## config.mk

```make
export PLATFORM = sky130hd
export DESIGN_NAME = bb_uart_txp
export DESIGN_NICKNAME = d
export VERILOG_FILES = /design/src/rtl/bb_uart_txp.sv
export SDC_FILE = /design/constraint.sdc
export NUM_CORES = 1
export LEC_CHECK = 0
export CORE_MARGIN = 2
export CORE_UTILIZATION = 36
export DETAILED_ROUTE_END_ITERATION = 8
export PLACE_DENSITY = 0.69
export SLEW_MARGIN = 5
export SYNTH_ARGS = -nofsm -noshare
export SYNTH_HDL_FRONTEND = slang
export SYNTH_SLANG_ARGS = --single-unit
export TNS_END_PERCENT = 10
```

## constraint.sdc

```tcl
create_clock -name bdclk -period 1.4 [get_ports bdclk]
set_input_delay 0.28 -clock bdclk [delete_from_list [all_inputs] [get_ports bdclk]]
set_output_delay 0.28 -clock bdclk [all_outputs]
set_load 0.005 [all_outputs]
```

## src/rtl/bb_uart_txp.sv

```systemverilog
// -----------------------------------------------------------------------------
// bb_uart_txp -- asynchronous serial (UART-style) transmitter.
//
// Sends one frame per accepted request: start bit (0), DATA_BITS data bits
// LSB first, an optional parity bit, then STOP_BITS stop bits (1). Every bit
// is held for CLKS_PER_BIT cycles of bdclk. All outputs are registered.
//
// Ports:
//   bdclk   in   1          clock, all logic on the rising edge
//   rst     in   1          synchronous reset, active high
//   txen    in   1          transmit request, sampled every cycle
//   txreg   in   DATA_BITS  frame data, latched when the request is accepted
//   txd     out  1          serial line, idles high
//   txbsy   out  1          high while a frame is on the line
//   txdone  out  1          one-cycle pulse on the cycle after the last stop bit
//
// Configuration macro: BB_UART_TXP_PARITY_EN
//   defined   : PARITY selects 0 none / 1 odd / 2 even, parity bit after data
//   undefined : no parity hardware is built and PARITY has no effect
// -----------------------------------------------------------------------------
module bb_uart_txp #(
  parameter int DATA_BITS    = 8,
  parameter int CLKS_PER_BIT = 1,
  parameter int STOP_BITS    = 1,
  parameter int PARITY       = 0
) (
  input  logic                 bdclk,
  input  logic                 rst,
  input  logic                 txen,
  input  logic [DATA_BITS-1:0] txreg,
  output logic                 txd,
  output logic                 txbsy,
  output logic                 txdone
);

  // Divider only has to reach CLKS_PER_BIT-1; keep at least one bit.
  localparam int DIV_W = (CLKS_PER_BIT > 1) ? $clog2(CLKS_PER_BIT) : 1;
  // Bit counter indexes data bits (up to 7) and stop bits (up to 1).
  localparam int CNT_W = $clog2(DATA_BITS);

  localparam logic [DIV_W-1:0] DIV_LOAD  = DIV_W'(CLKS_PER_BIT - 1);
  localparam logic [CNT_W-1:0] LAST_DATA = CNT_W'(DATA_BITS - 1);
  localparam logic [CNT_W-1:0] LAST_STOP = CNT_W'(STOP_BITS - 1);

  // Elaboration-time guard on the legal parameter ranges.
  if ((DATA_BITS < 5) || (DATA_BITS > 8) || (CLKS_PER_BIT < 1) ||
      (STOP_BITS < 1) || (STOP_BITS > 2) || (PARITY < 0) || (PARITY > 2))
  begin : g_bad_cfg
    $error("bb_uart_txp: illegal parameter combination");
  end

`ifdef BB_UART_TXP_PARITY_EN
  localparam bit HAS_PAR = (PARITY == 1) || (PARITY == 2);
  logic par_q;
`endif

  typedef enum logic [2:0] {IDLE, START, DATA, PAR, STOP} state_t;

  state_t                 state_q;
  logic [DIV_W-1:0]       div_q;
  logic [CNT_W-1:0]       bitcnt_q;
  logic [DATA_BITS-1:0]   shreg_q;
  logic                   txd_q;
  logic                   txbsy_q;
  logic                   txdone_q;

  logic bit_end_d;
  logic last_stop_d;
  logic load_d;

  assign bit_end_d   = (div_q == '0);
  assign last_stop_d = (state_q == STOP) && bit_end_d && (bitcnt_q == LAST_STOP);
  // A request is taken when idle, or on the edge that ends the last stop bit
  // so that consecutive frames abut with no idle bit between them.
  assign load_d      = txen && ((state_q == IDLE) || last_stop_d);

  always_ff @(posedge bdclk) begin
    if (rst) begin
      state_q  <= IDLE;
      div_q    <= '0;
      bitcnt_q <= '0;
      shreg_q  <= '0;
      txd_q    <= 1'b1;
      txbsy_q  <= 1'b0;
      txdone_q <= 1'b0;
`ifdef BB_UART_TXP_PARITY_EN
      par_q    <= 1'b0;
`endif
    end else begin
      txdone_q <= 1'b0;
      if (load_d) begin
        state_q  <= START;
        div_q    <= DIV_LOAD;
        bitcnt_q <= '0;
        shreg_q  <= txreg;
        txd_q    <= 1'b0;
        txbsy_q  <= 1'b1;
        // Frame end and next start coincide: still report the finished frame.
        if (state_q == STOP) txdone_q <= 1'b1;
`ifdef BB_UART_TXP_PARITY_EN
        // Even parity is the XOR of the data; odd parity is its inverse.
        par_q    <= (^txreg) ^ (PARITY == 1);
`endif
      end else if (state_q != IDLE) begin
        if (!bit_end_d) begin
          div_q <= div_q - 1'b1;
        end else begin
          div_q <= DIV_LOAD;
          case (state_q)
            START: begin
              state_q  <= DATA;
              bitcnt_q <= '0;
              txd_q    <= shreg_q[0];
              shreg_q  <= shreg_q >> 1;
            end
            DATA: begin
              if (bitcnt_q == LAST_DATA) begin
                bitcnt_q <= '0;
`ifdef BB_UART_TXP_PARITY_EN
                if (HAS_PAR) begin
                  state_q <= PAR;
                  txd_q   <= par_q;
                end else
`endif
                begin
                  state_q <= STOP;
                  txd_q   <= 1'b1;
                end
              end else begin
                bitcnt_q <= bitcnt_q + 1'b1;
                txd_q    <= shreg_q[0];
                shreg_q  <= shreg_q >> 1;
              end
            end
            PAR: begin
              state_q  <= STOP;
              bitcnt_q <= '0;
              txd_q    <= 1'b1;
            end
            STOP: begin
              if (bitcnt_q == LAST_STOP) begin
                state_q  <= IDLE;
                txbsy_q  <= 1'b0;
                txdone_q <= 1'b1;
                txd_q    <= 1'b1;
              end else begin
                bitcnt_q <= bitcnt_q + 1'b1;
              end
            end
            default: begin
              state_q <= IDLE;
              txbsy_q <= 1'b0;
              txd_q   <= 1'b1;
            end
          endcase
        end
      end
    end
  end

  assign txd    = txd_q;
  assign txbsy  = txbsy_q;
  assign txdone = txdone_q;

endmodule

```

Word-level counts from Yosys, hierarchy flattened
Cells that the tools add are included.
{"block": "totals", "regBits": 18, "input_bits": 11, "out_inout_bits": 3, "wordCells": 75}
{"block": "classes", "add_sub_neg": 2, "eq_ne": 13, "mux": 32, "bitwise_logic": 1, "n_reduce_logical": 19}
{"operator": "two-way mux 8 bit", "count": 4}
{"operator": "AND reduction 4 bit", "count": 5}
{"operator": "two-way mux 1 bit", "count": 19}
{"operator": "one-hot mux 8 bit (2 select lines)", "count": 1}
{"operator": "two-way mux 3 bit", "count": 4}
{"operator": "one-hot mux 3 bit (4 select lines)", "count": 1}
{"operator": "one-hot mux 3 bit (3 select lines)", "count": 1}
{"operator": "nonzero test 3 bit", "count": 3}
{"operator": "equality test 3 x 2 -> 1 bit (second input constant)", "count": 2}
{"operator": "equality test 3 bit (second input constant)", "count": 2}
{"operator": "logical NOT 3 bit", "count": 2}
{"operator": "inequality test 2 x 1 -> 1 bit (second input constant)", "count": 3}
{"operator": "inequality test 3 bit (second input constant)", "count": 2}
{"operator": "inequality test 2 bit (second input constant)", "count": 2}
{"operator": "OR reduction 2 bit", "count": 2}
{"operator": "adder 3 x 1 -> 3 bit (second input constant)", "count": 1}
{"operator": "equality test 3 x 1 -> 1 bit (second input constant)", "count": 1}
{"operator": "logical AND 1 bit", "count": 3}
{"operator": "inequality test 3 x 2 -> 1 bit (second input constant)", "count": 1}
{"operator": "one-hot mux 1 bit (3 select lines)", "count": 1}
{"operator": "AND reduction 3 bit", "count": 1}
{"operator": "OR reduction 3 bit", "count": 1}
{"operator": "one-hot mux 1 bit (2 select lines)", "count": 1}
{"operator": "nonzero test 2 bit", "count": 1}
{"operator": "3 further kinds", "count": 3}

Longest topological paths before layout
{"block": "depth", "depth_word": 7, "mapped_depth": 7, "depth_no_buf": 6}

Worst setup path before layout
Ideal clock, no wire load.
{"block": "synth_timing", "kind": "flip-flop to flip-flop", "startpoint": "register bitcnt_q[0]", "endpoint": "register bitcnt_q[1]", "arrival_ps": 1403, "required_time_ps": 1330, "path_slack_ps": -73, "path_stages_with_launch": 7, "path_cell_list": "dfxtp_1 ha_1 ha_1 or3b_2 o31ai_1 nand3_1 a21oi_1"}
{"block": "synth_via", "elab_chain_len": 5}
{"item": "start: declaration", "line": "61", "text": "logic [CNT_W-1:0] bitcnt_q;"}
{"item": "start signal: assignment", "line": "130", "text": "bitcnt_q <= bitcnt_q + 1'b1;"}
{"item": "start signal: assignment", "line": "147", "text": "bitcnt_q <= bitcnt_q + 1'b1;"}
{"item": "branches (longest 5 deep; another with adder 3 x 1 -> 3 bit)"}
Parallel ways; which one is timed is not known. The select of a mux whose other input is x is not followed.
A chain may end at the register's enable or synchronous reset.

Worst setup path in the final report
{"block": "layout_timing", "startpoint": "register bitcnt_q[0]", "endpoint": "register shreg_q[6]"}
{"block": "layout_via", "elab_chain_len": 6}
{"item": "logical NOT 3 bit", "line": "72", "text": "assign last_stop_d = (state_q == STOP) && bit_end_d && (bitcnt_q == LAST_STOP);"}
{"item": "logical AND 1 bit", "line": "72"}
{"item": "logical OR 1 bit", "line": "75", "text": "assign load_d = txen && ((state_q == IDLE) || last_stop_d);"}
{"item": "logical AND 1 bit", "line": "75"}
{"item": "inequality test 3 bit (no source line), or another cell as far along"}
{"item": "AND reduction 4 bit (no source line)"}
{"item": "end signal: assignment", "line": "95", "text": "shreg_q <= txreg;"}
{"item": "end signal: assignment", "line": "114", "text": "shreg_q <= shreg_q >> 1;"}
{"item": "end signal: assignment", "line": "132", "text": "shreg_q <= shreg_q >> 1;"}
{"item": "end: declaration", "line": "62", "text": "logic [DATA_BITS-1:0] shreg_q;"}
Parallel ways exist; a longest one is shown, timed or not.

==> summary.txt <==
Power
  – Share of power burned in registers: 0.520
  – Logic gate share of total power: 0.211
  – PwrDens: 878.3 mW/mm2
  – Clock power frac: 0.268
  – Switching share of power: 0.2818
  – Switch Pwr: 0.2933 mW
  – Lkg Pwr: 0.4826 nW
  – VDD IR max: 922.4 uV
  – Int Pwr: 0.7475 mW

Yosys
  – Sequential fraction of the synthesis area: 0.4237
  – Netlist cell types: 27
  – Mapped Cells: 87
  – Seq cells post-synth: 17
  – Adder-Cell Fraction of Synth Area: 0.04673
  – Top cells by area, synth: dfxtp_1 42%, mux2i_1 10%, a211oi_1 6.5%
  – Synthesized cell area: 803.3 um2
  – Total number of yosys warnings: 0
  – Simple-gate portion of the synthesized area: 0.1698
  – Synth top area share: 0.4237
  – Largest family of logic cells by synthesized area: compound AO/OA/AOI/OAI gates
  – XOR/XNOR share of the synthesized area: 0
  – Synth Area in Compound Gates: 0.2134
  – Syn nets: 101
  – Mux share of post-synthesis cell area: 0.09969
  – Leading area contributor after synthesis: dfxtp_1
  – Mean post-synth cell area: 9.233 um2

STA
  – Slew Viols, Final: 0
  – Final worst path period need: 1.458 ns
  – Setup TNS Final: -0.3158 ns
  – Worst-Margin Slew: 0.5068 ns
  – Hold Vio Cnt, Final: 0
  – Final setup fails: 8
  – Final period utilization: 1.042
  – Headroom to the max-slew limit: 0.6586
  – RSZ-0062 raised after global routing: true
  – Fmax: 0.6857 GHz
  – Setup Skew: 0.005953 ns
  – Setup ws final: -0.05839 ns

Clock network
  – H-Tree Depth: 1
  – Max Buffers Root-to-Sink: 2
  – Clock root cell: clkbuf_4
  – CTS Sinks: 17
  – TritonCTS clock tree: yes
  – Clock-pin slew on the worst setup and hold paths: 0.11 ns
  – Skew-Pair Late Insertion Delay: 0.30 ns
  – Total CTS buffers: 3

GRT
  – Largest net degree at the start of global routing: 12
  – Vias in the first global route: 716
  – Total global routing overflow: 0
  – First-pass GRT wire length: 3.381 mm
  – Initial antenna violation count: 0
  – All-layer global routing usage: 0.1758

Status
  – Failing checks: negative setup slack
  – Outcome: complete, but fails checks

Setup path
  – CP Max Fanout: 5
  – Critical Path RT: 1.59 ns
  – Critical path capture point type: flop
  – Worst R2R Path Depth: 7
  – Worst reg2reg endpoint: shreg_q[6]
  – WS Path Type: reg -> reg
  – Startpoint types: flop
  – Worst R2R Start: bitcnt_q[0]
  – Reg2Reg Setup Slack: -0.06 ns
  – CP Data Arrival Time: 1.65 ns

Route
  – DRC: 0
  – WL/cell: 13.85 um
  – Initial DRT Pass Iterations: 4
  – Vias per std cell: 5.222
  – Vias: 752
  – ANT nets after route: 0
  – Final WL: 1.995 mm
  – DRT iter0 DRCs: 9

Finish
  – Final #Nets: 131
  – Share of cells above drive strength 1: 0.3276
  – Ant diodes: 0
  – Area growth syn-to-layout: 47.51%
  – Post-layout instance area: 0.001185 mm2
  – FILL cells: 220

Place
  – Placed cell area: 0.001061 mm2
  – Port bufs: 13
  – Routability cong.: 0.7865
  – DP Wirelength: 1.315 mm

Worst hold path
  – Worst hold endpoint: txbsy
  – Worst hold path depth: 2
  – Hold/Removal Path Class: reg -> reg
  – Hold path start: txbsy

Floorplan
  – Die Y: 51.24 um
  – Starting Density: 0.3702
  – Die area: 0.002625 mm2
  – I/O Pins: 14
  – Core Box Area: 0.002170 mm2
  – # rows: 17
  – DIE WIDTH: 51.24 um

Job
  – Max-cap violations: 0
## critical path: stages (launching register included)
cell      delay [ns]
dfxtp_2         0.38
ha_4            0.14
ha_4            0.14
nor2_4          0.04
a31oi_4         0.20
buf_6           0.16
mux2i_1         0.21
a211oi_2        0.08
## worst max-delay path by stage
stage | from | end | slack, ns | cells after the start
3_5_place_dp | bitcnt_q[0] | shreg_q[1] | -0.12 | 7
2_1_floorplan | bitcnt_q[0] | shreg_q[0] | -0.004 | 7
5_1_grt | bitcnt_q[0] | shreg_q[6] | -0.13 | 7
6_report | bitcnt_q[0] | shreg_q[6] | -0.06 | 7
3_3_place_gp | bitcnt_q[1] | shreg_q[0] | -0.07 | 7
4_1_cts | bitcnt_q[0] | shreg_q[1] | -0.07 | 7
## final cells by class
cell class                      count  area [um2]  area share
Tap cell                           28       35.03     0.02957
Sequential cell                    17       347.8      0.2936
Clock buffer                        3       22.52     0.01901
Timing Repair Buffer               28       247.7      0.2091
Clock inverter                      1       7.507    0.006336
Inverter                            4       15.01     0.01267
Multi-Input combinational cell     63       509.2      0.4298
## Yosys cell counts
cell type and count:
a31oi_1 2, inv_2 1, nor2_2 1, inv_1 3
mux2i_1 8, ha_1 3, dfxtp_1 17, nor3_1 2
nor2_1 12, or3b_2 1, o31ai_1 2, clkbuf_1 1
nor2b_1 1, nand2b_1 2, nand2_1 2, buf_4 1
a21o_1 1, a21oi_1 5, buf_6 1, a32oi_1 1
nor3b_1 1, o21ai_0 4, o2111ai_1 1, a211oi_1 7
nand3b_1 1, o211ai_4 1, nand3_1 5
## layout by cell type (no fill, tap or decap), types with 2 or more instances in the layout
| cell type | instances |
|---|---|
| buf_6 | 3 |
| buf_4 | 11 |
| nand2_1 | 2 |
| nand3_1 | 5 |
| o21ai_0 | 4 |
| dfxtp_2 | 6 |
| nand2b_1 | 2 |
| nor3_1 | 2 |
| nor2_1 | 11 |
| a21oi_1 | 5 |
| dfxtp_1 | 11 |
| clkdlybuf4s50_1 | 10 |
| ha_4 | 2 |
| dlygate4sd2_1 | 3 |
| mux2i_1 | 8 |
| a211oi_1 | 6 |
| clkbuf_4 | 3 |
| inv_1 | 3 |
## through the flow
step / setup WS, ns / instances / hold WS, ns / total power [mW] / util
after CTS: -0.06870 / 143 / 0.4855 / 1.044 / 0.5392
after global routing: -0.1290 / 144 / 0.4937 / 1.096 / 0.5461
after floorplan: -0.004357 / 87 / 0.3528 / 0.6573 / -
after detailed placement: -0.1150 / 136 / 0.4697 / 0.7353 / 0.4890
final: -0.05839 / 144 / 0.4804 / 1.041 / 0.5461
after global placement: -0.07333 / 136 / 0.4518 / 0.7307 / 0.4890
## power by group through the flow
| stage | Combinational [mW] | Clock [mW] | Sequential (mW) |
|---|---|---|---|
| floorplan | 0.114 | 0 | 0.543 |
| global placement | 0.183 | 0 | 0.548 |
| detailed placement | 0.187 | 0 | 0.548 |
| CTS | 0.212 | 0.291 | 0.541 |
| global route | 0.240 | 0.310 | 0.546 |
| finish | 0.220 | 0.279 | 0.542 |
## logic make-up (layout without fill, tap and decap cells)
kind of cell / Yosys count / after routing
simple gates: 28 / 28
compound gates: 24 / 24
flops: 17 / 17
mux: 8 / 8
buf+inv: 7 / 36
fa+ha+maj: 3 / 3
## routing by layer
metal | routed length, um | track usage | up-vias
met5 | 0 | 0 | -
met1 | 925 | 0.2212 | 357
li1 | - | - | 379
met2 | 972 | 0.2900 | 16
met3 | 97 | 0.07018 | 0
met4 | 0 | 0.02632 | 0
## what timing repair did
| action | CTS | global route |
|---|---|---|
| gates cloned | 2 | 0 |
| resized for setup | 18 | 3 |
| buffers inserted | 1 | 1 |
| hold buffers | 0 | 0 |
| setup endpoints to repair | 13 | 14 |
| pin swaps | 5 | 3 |
## state kept, by name, indices dropped and copies added (netlist names)
name and count:
shreg_q 8, bitcnt_q 3, state_q 3, txbsy 1, txd 1, txdone 1
Note: power is estimated with default switching activity, not from simulation.
